[config.mk]
export PLATFORM = sky130hd
export DESIGN_NAME = fetch_queue
export DESIGN_NICKNAME = d
export VERILOG_FILES = /design/src/rtl/risky_pkg.sv /design/src/rtl/sync_fifo.sv /design/src/rtl/fetch_queue.sv
export SDC_FILE = /design/constraint.sdc
export NUM_CORES = 1
export LEC_CHECK = 0
export ABC_AREA = 1
export BUFFER_PORTS_ARGS = -buffer_cell sky130_fd_sc_hd__buf_2
export CAP_MARGIN = 20
export CORE_MARGIN = 1
export CORE_UTILIZATION = 62
export CTS_CLUSTER_DIAMETER = 150
export DETAILED_ROUTE_END_ITERATION = 10
export GPL_TIMING_DRIVEN = 0
export PLACE_DENSITY = 0.87
export SLEW_MARGIN = 20
export SYNTH_ARGS = -nofsm -noshare
export SYNTH_HDL_FRONTEND = slang
export SYNTH_SLANG_ARGS = --single-unit
[constraint.sdc]
create_clock -name clk -period 5.7 [get_ports clk]
set_input_delay 1.71 -clock clk [delete_from_list [all_inputs] [get_ports clk]]
set_output_delay 1.71 -clock clk [all_outputs]
set_load 0.03 [all_outputs]
[src/rtl/risky_pkg.sv]
`default_nettype none
// risky_pkg: shared widths, the canonical NOP and the fetch-queue entry layout.
// Revision 1.0
package risky_pkg;

    localparam int XLEN = 32;
    localparam int ILEN = 32;

    // addi x0,x0,0
    localparam logic [ILEN-1:0] NOP_INSTR = 32'h0000_0013;

    typedef struct packed {
        logic [XLEN-1:0] pc;
        logic [ILEN-1:0] instr;
    } fq_entry_t;

endpackage
`default_nettype wire

[src/rtl/sync_fifo.sv]
`default_nettype none
// sync_fifo: single-clock FIFO with synchronous clear, registered head, occupancy count.
// Revision 1.0
module sync_fifo #(
    parameter int WIDTH = 64,
    parameter int DEPTH = 4
) (
    input  logic                     clk,
    input  logic                     rst_n,
    input  logic                     push_i,
    input  logic [WIDTH-1:0]         push_data_i,
    input  logic                     pop_i,
    input  logic                     clear_i,
    output logic [WIDTH-1:0]         head_o,
    output logic                     full_o,
    output logic                     empty_o,
    output logic [$clog2(DEPTH):0]   count_o
);

    localparam int AW = $clog2(DEPTH);
    localparam int CW = AW + 1;

    logic [WIDTH-1:0] mem_q [DEPTH];
    logic [AW-1:0]    wr_ptr_q;
    logic [AW-1:0]    rd_ptr_q;
    logic [CW-1:0]    count_q;
    logic             do_push;
    logic             do_pop;

    assign full_o  = (count_q == CW'(DEPTH));
    assign empty_o = (count_q == '0);
    assign count_o = count_q;
    assign head_o  = mem_q[rd_ptr_q];

    assign do_push = push_i && !full_o;
    assign do_pop  = pop_i && !empty_o;

    always_ff @(posedge clk or negedge rst_n) begin
        if (!rst_n) begin
            wr_ptr_q <= '0;
            rd_ptr_q <= '0;
            count_q  <= '0;
        end else if (clear_i) begin
            wr_ptr_q <= '0;
            rd_ptr_q <= '0;
            count_q  <= '0;
        end else begin
            if (do_push) begin
                wr_ptr_q <= wr_ptr_q + AW'(1);
            end
            if (do_pop) begin
                rd_ptr_q <= rd_ptr_q + AW'(1);
            end
            count_q <= count_q + CW'(do_push) - CW'(do_pop);
        end
    end

    // Storage needs no reset: count gates every read of it.
    always_ff @(posedge clk) begin
        if (do_push && !clear_i) begin
            mem_q[wr_ptr_q] <= push_data_i;
        end
    end

`ifndef SYNTHESIS
    a_count_bound : assert property (@(posedge clk) disable iff (!rst_n)
        count_q <= CW'(DEPTH));
`endif

endmodule
`default_nettype wire

[src/rtl/fetch_queue.sv]
`default_nettype none
// fetch_queue: credit-based instruction prefetch buffer between instr memory and decode.
// Revision 1.0
module fetch_queue
    import risky_pkg::*;
#(
    parameter int              DEPTH    = 4,
    parameter logic [XLEN-1:0] RESET_PC = 32'h0000_0000
) (
    input  logic            clk,
    input  logic            rst_n,
    input  logic            redirect_i,
    input  logic [XLEN-1:0] redirect_pc_i,
    output logic            mem_re_o,
    output logic [XLEN-1:0] mem_addr_o,
    input  logic [ILEN-1:0] mem_rdata_i,
    input  logic            mem_rvalid_i,
    input  logic            stall_i,
    output logic            valid_o,
    output logic [ILEN-1:0] instr_o,
    output logic [XLEN-1:0] pc_o
);

    localparam int CW = $clog2(DEPTH) + 1;

    logic [XLEN-1:0] fetch_pc_q, fetch_pc_d;
    logic [XLEN-1:0] req_pc_q, req_pc_d;
    logic            inflight_q, inflight_d;
    logic            drop_q, drop_d;

    logic [CW-1:0]   count;
    logic [CW:0]     occupancy;
    logic            issue;
    logic            push;
    logic            pop;
    logic            empty;
    logic            full;
    fq_entry_t       push_entry;
    fq_entry_t       head;
    logic            unused_pc_lsbs;

    assign unused_pc_lsbs = ^redirect_pc_i[1:0];

    // Slots already promised to an outstanding request count as used; a pop
    // in the same cycle is deliberately not credited.
    assign occupancy = {1'b0, count} + {{CW{1'b0}}, inflight_q};
    assign issue     = rst_n && !redirect_i && (occupancy < (CW + 1)'(DEPTH));

    assign push = mem_rvalid_i && !drop_q && !redirect_i;
    assign pop  = !empty && !stall_i && !redirect_i;

    assign push_entry = '{pc: req_pc_q, instr: mem_rdata_i};

    assign mem_re_o   = issue;
    assign mem_addr_o = fetch_pc_q;

    assign valid_o = !empty;
    assign instr_o = valid_o ? head.instr : NOP_INSTR;
    assign pc_o    = valid_o ? head.pc    : '0;

    always_comb begin
        fetch_pc_d = fetch_pc_q;
        req_pc_d   = req_pc_q;
        inflight_d = inflight_q;
        drop_d     = drop_q;
        if (mem_rvalid_i) begin
            inflight_d = 1'b0;
            drop_d     = 1'b0;
        end
        if (issue) begin
            fetch_pc_d = fetch_pc_q + 32'd4;
            req_pc_d   = fetch_pc_q;
            inflight_d = 1'b1;
        end
        // A response landing in the redirect cycle is already killed via push;
        // only a request whose data is still to come needs a drop marker.
        if (redirect_i) begin
            fetch_pc_d = {redirect_pc_i[XLEN-1:2], 2'b00};
            drop_d     = inflight_q && !mem_rvalid_i;
        end
    end

    always_ff @(posedge clk or negedge rst_n) begin
        if (!rst_n) begin
            fetch_pc_q <= RESET_PC;
            req_pc_q   <= RESET_PC;
            inflight_q <= 1'b0;
            drop_q     <= 1'b0;
        end else begin
            fetch_pc_q <= fetch_pc_d;
            req_pc_q   <= req_pc_d;
            inflight_q <= inflight_d;
            drop_q     <= drop_d;
        end
    end

    sync_fifo #(
        .WIDTH (XLEN + ILEN),
        .DEPTH (DEPTH)
    ) u_fifo (
        .clk         (clk),
        .rst_n       (rst_n),
        .push_i      (push),
        .push_data_i (push_entry),
        .pop_i       (pop),
        .clear_i     (redirect_i),
        .head_o      (head),
        .full_o      (full),
        .empty_o     (empty),
        .count_o     (count)
    );

`ifndef SYNTHESIS
    a_rvalid_latency : assert property (@(posedge clk) disable iff (!rst_n)
        mem_rvalid_i |-> $past(mem_re_o));
    a_no_overflow : assert property (@(posedge clk) disable iff (!rst_n)
        !(push && full));
`endif

endmodule
`default_nettype wire

==> results of run 1 <==
## per-layer routing
layer,vias up,wire (microns)
met3,93,3260
met2,619,17400
met4,0,1150
met1,4848,12300
met5,-,0
li1,4776,-
## kinds of logic after synthesis
family | after synthesis
compound gates | 227
xor+xnor | 1
fa+ha+maj | 9
buf+inv | 142
flops | 317
other cells | 1
simple gates | 590
## stage by stage
step	setup WS, ns	power [mW]	utilization, %	setup TNS [ns]
2_1_floorplan	0.464	4.65	-	0
3_3_place_gp	-1.45	5.42	69.1	-337.21
3_5_place_dp	0.630	5.53	70.7	0
4_1_cts	0.614	7.51	75.3	0
5_1_grt	0.490	7.84	75.3	0
6_report	0.630	7.53	75.3	0
## sequential cells by signal, indices dropped and copies added (netlist names)
register,flops
u_fifo.mem_q,248
mem_addr_o,30
req_pc_q,30
u_fifo.count_o,3
u_fifo.rd_ptr_q,2
u_fifo.wr_ptr_q,2
drop_q,1
inflight_q,1
## cell usage in the layout (no fill, tap or decap), drive strengths merged
cell type	count
buf	211
clkbuf	72
nand4	2
bufinv	2
fa	1
o21ai	161
and2	1
nand2	203
dfrtp	69
clkinv	18
inv	66
nor3	1
ha	8
nand3	81
or2	1
edfxtp	248
a21oi	62
a211oi	1
nand3b	1
nor2	300
xor2	1
conb	4
o311ai	3
## final timing paths
check                                            start                             to  slack (ns)  depth (start not counted)
max                                              rst_n                       mem_re_o        0.63                         11
min                           req_pc_q[19]$_DFFE_PN0P_  u_fifo.mem_q[3][51]$_DFFE_PP_        0.52                          0
max reg2reg                u_fifo.count_o[1]$_DFF_PN0_  u_fifo.mem_q[3][19]$_DFFE_PP_        3.08                          7
min reg2reg                   req_pc_q[19]$_DFFE_PN0P_  u_fifo.mem_q[3][51]$_DFFE_PP_        0.52                          0
max in group asynchronous                        rst_n        req_pc_q[7]$_DFFE_PN0P_        4.07                          2
min in group asynchronous                        rst_n     mem_addr_o[25]$_DFFE_PN0N_        1.07                          1
## final cells by class
class                           count  share of cell area (%)
Sequential cell                   317                    57.4
Clock inverter                     11                   0.627
Tap cell                          275                    2.15
Clock buffer                       45                    5.50
Inverter                           75                    1.78
Buffer                             67                    2.26
Timing Repair Buffer              171                    6.88
Multi-Input combinational cell    831                    23.4
## synthesized netlist by cell type (all sizes together), types with 2 or more instances
library cell and n:
a21oi 62, buf 40, clkbuf 27, clkinv 9, dfrtp 69, edfxtp 248, ha 8, inv 66
nand2 203, nand3 81, nand4 2, nor2 300, o21ai 161, o311ai 3
## worst register-to-register path, cell delays in order (launching register included)
cell,delay (ns)
dfrtp_1,0.49
inv_1,0.13
nand3_1,0.12
nand3_1,0.37
nor2_4,0.61
buf_16,0.25
buf_16,0.18
buf_16,0.17
## where the power goes
group	internal, mW	switching, mW	total (mW)
logic	0.658	1.85	2.50
registers	2.82	0.236	3.06
clock network	1.15	0.818	1.97
total	4.63	2.90	7.53
==> run summary, run 1 <==
I/O Buffers: 159
Share of cells above drive strength 1: 18.1%
Placed instance area: 15000 sq um
Worst rel slew slack: 53.8%
Gpl congestion: 0.962
Core ar.: 21200 sq um
CTS Sinks: 317
Share of the yosys chip area belonging to registers: 67.9%
Pwr/cell area: 471 nW/um^2
Unrepaired setup endpoints after global routing: no
Hpwl dp: 22400 microns
Final Cell Area: 16000 sq um
Final WL: 34100 microns
Area Growth Syn to Fin: 18.2%
Crit end category: primary output
Drc violations: 0
Initial core utilization: 63.7%
Setup violators final: 0
Critical path type: primary input to primary output
Synth Area in Compound Gates: 8.51%
Post-route minimum period: 5.07 ns
Worst path max stage delay: 0.32 ns
Worst vdd ir: 234 uV
Clock skew: 0.0130 ns
Peak Freq: 197 MHz
Slew @ Worst Pin: 0.691 ns
Final #Nets: 1571
Async SR Flop Fraction: 21.8%
Largest net degree at the start of global routing: 46
CTS root buffer: clkbuf_16
Initial antenna violation count: 0
Status: completed
CTS H-tree lvls: 1
Worst path buffer plus inverter count: 8
Num CTS Buffers: 30
Synthesized area: 13500 sq um
CTS tree: done
WL per Instance: 19.1 microns
Max-Cap Viols: 0
Max-slew violation count: 0
ANT cells: 0
Die Span Y: 150 microns
CTS Hold Buffers Added: 0
Iter 0 DRT Violations: 1035
Post-synthesis simple-gate area fraction: 17.8%
Global-route wire length before repair: 52800 microns
Post-CTS Resized: 0
Vias: 10300
Vias in the first global route: 10100
Startpoint Class: primary input
Row Count: 53
DP Cell Count: 1736
Largest family of logic cells by synthesized area: simple AND/OR/NAND/NOR gates
Layout Cells excl Fill: 1792
Mux share of post-synthesis cell area: 0%
Ports: 167
Number of enable flip-flop cells after synthesis: 248
Clk_lat worst skew: 0.55 ns
Synth Flop Type: edfxtp_1
Global route total overflow: 0
Critical path peak fanout: 45
Count of cell types in the netlist: 33
Tot GR Track Use: 31.3%
Synth area leader: edfxtp_1
Arr. time, crit path: 3.36 ns
Global routing met3 resource utilization: 4.48%
# Post-CTS Setup Buffers: 0
Final Cycle Share: 89.0%
Synth warn: 0
Min-delay worst type: flip-flop to flip-flop
Post-Syn Area per Cell: 10.5 sq um
Critical path's top delay family: buffers and inverters
Synth Area in Adders: 0.889%
CP Cell Sequence: buf_4 > buf_12 > inv_1 > nor2_1 > nand2_1 > inv_1 > nand3_2 > buf_6 > inv_4 > buf_6 > buf_2
GR Layer Usage met1: 38.9%
Syn Inst Count: 1287
Lkg Pwr: 6.47 nW
Vias per cell: 5.77
Die X: 150 microns
Synth area leaders: edfxtp_1, dfrtp_1, nor2_1
Worst path slowest cell: buf_4
DRT Pass-1 Iters: 6
Die Footprint: 22400 sq um
Multi-input logic area: 3730 sq um
CTS max path bufs: 3
Worst-path clk slew: 0.07 ns
Yosys top cell area share: 55.1%
FILL cells: 1356
Register bit total from synthesis: 317
Top Usage Layer GRT: met2
Final antenna-violating net count: 0
Grt met2 use: 55.1%
Endpoints failing hold: 0
Post-Synth XOR/XNOR Area: 0.0648%
Seq. cell area: 9170 sq um
Worst hold slack: 0.517 ns
Data required, critical path: 3.99 ns
(Power assumes the default switching activity.)
==> run 2, diff against run 1 <==
--- a/config.mk
+++ b/config.mk
@@ -9,11 +9,13 @@
 export BUFFER_PORTS_ARGS = -buffer_cell sky130_fd_sc_hd__buf_2
 export CAP_MARGIN = 20
 export CORE_MARGIN = 1
-export CORE_UTILIZATION = 62
+export CORE_UTILIZATION = 52
 export CTS_CLUSTER_DIAMETER = 150
 export DETAILED_ROUTE_END_ITERATION = 10
 export GPL_TIMING_DRIVEN = 0
-export PLACE_DENSITY = 0.87
+export PLACE_DENSITY = 0.78
+export RECOVER_POWER = 100
+export SETUP_SLACK_MARGIN = 0.2
 export SLEW_MARGIN = 20
 export SYNTH_ARGS = -nofsm -noshare
 export SYNTH_HDL_FRONTEND = slang
==> constraint.sdc (replaced) <==
create_clock -name clk -period 4.2 [get_ports clk]
set_input_delay 1.26 -clock clk [delete_from_list [all_inputs] [get_ports clk]]
set_output_delay 1.26 -clock clk [all_outputs]
set_load 0.03 [all_outputs]
==> run 2 against run 1 <==
  * The flow now finishes with violations (capacitance limit, slew limit)
  * Global-route usage is 6.9 points lower
  * Non-clock buffer count is 1 higher
  * Power is 33% higher
  * Die area is 19% higher
  * Count of clock-buffer cells in the layout is 2 lower
  * Worst setup slack worse by 0.41 ns
==> run summary, run 2 (synthesized netlist as in run 1, its figures left out) <==
Worst r2r path cells: 5 (-2)
Final Cycle Share: 94.7%
Endpoints failing hold: 0 (unchanged)
Iter 0 DRT Violations: 834 (-19%)
Post-route minimum period: 3.98 ns
# Post-CTS Setup Buffers: 0 (unchanged)
Vias: 9990 (-3.3%)
Tot Pwr: 10.0 mW (+33%)
Share of cells above drive strength 1: 9.88% (-8.2 points)
I/O Buffers: 159 (unchanged)
CTS Hold Buffers Added: 0 (unchanged)
Area Growth Syn to Fin: 16.5%
Setup violators final: 0 (unchanged)
R2R Path Start: u_fifo.count_o[1]$_DFF_PN0_
GR Layer Usage met1: 31.1% (-7.9 points)
Max-slew violation count: 35 (+35)
Initial antenna violation count: 0 (unchanged)
Global route total overflow: 0 (unchanged)
Num CTS Buffers: 31 (+3.3%)
Tot GR Track Use: 24.4% (-6.9 points)
Pwr/cell area: 637 nW/um^2 (+35%)
Final antenna-violating net count: 0 (unchanged)
Final TNS setup: 0 ns (unchanged)
Die X: 163 microns (+9.1%)
Die Span Y: 163 microns (+9.1%)
Hold path start: req_pc_q[10]$_DFFE_PN0P_
WL per Instance: 17.5 microns (-8.0%)
Worst-path clk slew: 0.06 ns (about the same)
Startpoint Class: flip-flop
Largest net degree at the start of global routing: 26 (-43%)
CTS Sinks: 317 (unchanged)
Row Count: 58 (+9.4%)
Drc violations: 0 (unchanged)
Hpwl dp: 21600 microns (-3.8%)
Slew @ Worst Pin: 2.16 ns (+1.47 ns)
Core ar.: 25300 sq um (+19%)
Initial core utilization: 53.4% (-10 points)
CTS max path bufs: 3 (unchanged)
Data required, critical path: 2.94 ns (-1.05 ns)
R2r setup slk: 0.83 ns (-2.25 ns)
Unrepaired setup endpoints after global routing: no
Final WL: 32400 microns (-5.2%)
Critical path peak fanout: 10 (-78%)
Hold path depth: 0 (unchanged)
Lkg Pwr: 6.07 nW (-6.3%)
Worst r2r dst: u_fifo.mem_q[2][34]$_DFFE_PP_
Max FFs per register: 248 (unchanged)
Vias per cell: 5.41 (-6.3%)
Min-delay worst type: flip-flop to flip-flop
Die Footprint: 26600 sq um (+19%)
Hold worst-path end: u_fifo.mem_q[1][42]$_DFFE_PP_
Most common cell after layout, fill and taps aside: nor2_1
Global routing met3 resource utilization: 3.96% (-0.52 points)
Max-Cap Viols: 3 (+3)
Gpl congestion: 0.910 (-5.5%)
Ports: 167 (unchanged)
Grt met2 use: 41.6% (-13 points)
Failing checks: capacitance limit, slew limit
Top Usage Layer GRT: met2
CTS tree: done
Most frequent cells in the layout: nor2_1, edfxtp_1, nand2_1, clkbuf_1, o21ai_0
Most flop-heavy register: u_fifo.mem_q
Worst rel slew slack: -44.6% (-98 points)
Peak Freq: 252 MHz
Vias in the first global route: 9695 (-3.9%)
CTS H-tree lvls: 1 (unchanged)
Critical path type: flip-flop to primary output
Final #Nets: 1573 (+0.13%)
Clk_lat worst skew: 0.56 ns (about the same)
Crit end category: primary output
Global-route wire length before repair: 49800 microns (-5.7%)
Arr. time, crit path: 2.72 ns (-0.64 ns)
CTS root buffer: clkbuf_16
Status: complete, but fails checks
Worst vdd ir: 432 uV (+85%)
Clock skew: 0.00854 ns (-0.00441 ns)
ANT cells: 0 (unchanged)
DRT Pass-1 Iters: 5 (-1)
[run 2: cell types whose count changed in the layout (fill, tap and decap cells not counted), sizes merged]
cell,before,now
clkinvlp,0,1
dlymetal6s2s,0,1
inv,66,67
clkbuf,72,206
buf,211,75
[run 2: how the worst max path moves through the flow]
stage	endpoint	slack, ns	depth (start not counted)	startpoint
global route	pc_o[19]	0.11	7	u_fifo.rd_ptr_q[1]$_DFFE_PN0P_
detailed placement	mem_re_o	0.07	11	rst_n
finish	pc_o[18]	0.22	7	u_fifo.rd_ptr_q[1]$_DFFE_PN0P_
CTS	mem_re_o	0.22	11	rst_n
floorplan	u_fifo.mem_q[0][0]$_DFFE_PP_	-0.59	4	redirect_i
global placement	u_fifo.mem_q[1][28]$_DFFE_PP_	-2.49	4	redirect_i
[run 2: critical path: stages, from the launching register on]
cell and delay, ns:
dfrtp_1 0.32, clkbuf_2 0.29, inv_1 0.29, clkbuf_1 0.34, nor2_1 0.17, o21ai_0 0.09, a21oi_1 0.30, clkbuf_1 0.35
[run 2: what timing repair did]
action	in CTS	in global routing
setup endpoints to repair	1	1
cloned	1	1
resized for setup	1	2
[run 2: area by class of cell]
type                       instances  area (sq um)
buffer                            67           325
clock buffer                      43           862
clock inverter                    13           125
fill                            1997          9590
inverter                          75           284
multi-input combinational        831          3690
sequential                       317          9170
tap                              330           413
timing repair buffer             172           858
[run 2: report_power, final]
group / leakage, nW / switching (mW) / internal [mW]
logic: 2.47 / 2.44 / 0.775
registers: 3.11 / 0.302 / 3.84
clock network: 0.481 / 1.12 / 1.55
total: 6.07 / 3.86 / 6.16
[run 2: routing by layer]
layer / wire length [microns] / up-vias / part of all wire, %
met4: 1150 / 0 / 3.6
met5: 0 / - / 0
met3: 2390 / 73 / 7.4
met2: 15900 / 411 / 49
met1: 12900 / 4736 / 40
li1: - / 4770 / -
[run 2: stage by stage]
step	area, sq um	utilization (%)	cells	hold slack [ns]	setup WS [ns]
2_1_floorplan	13500	-	1290	0.476	-0.586
3_3_place_gp	14700	58.2	1779	0.499	-2.49
3_5_place_dp	15000	59.4	1790	0.499	0.0708
4_1_cts	16100	63.4	1847	0.510	0.221
5_1_grt	15700	62.1	1848	0.523	0.112
6_report	15700	62.1	1848	0.514	0.224
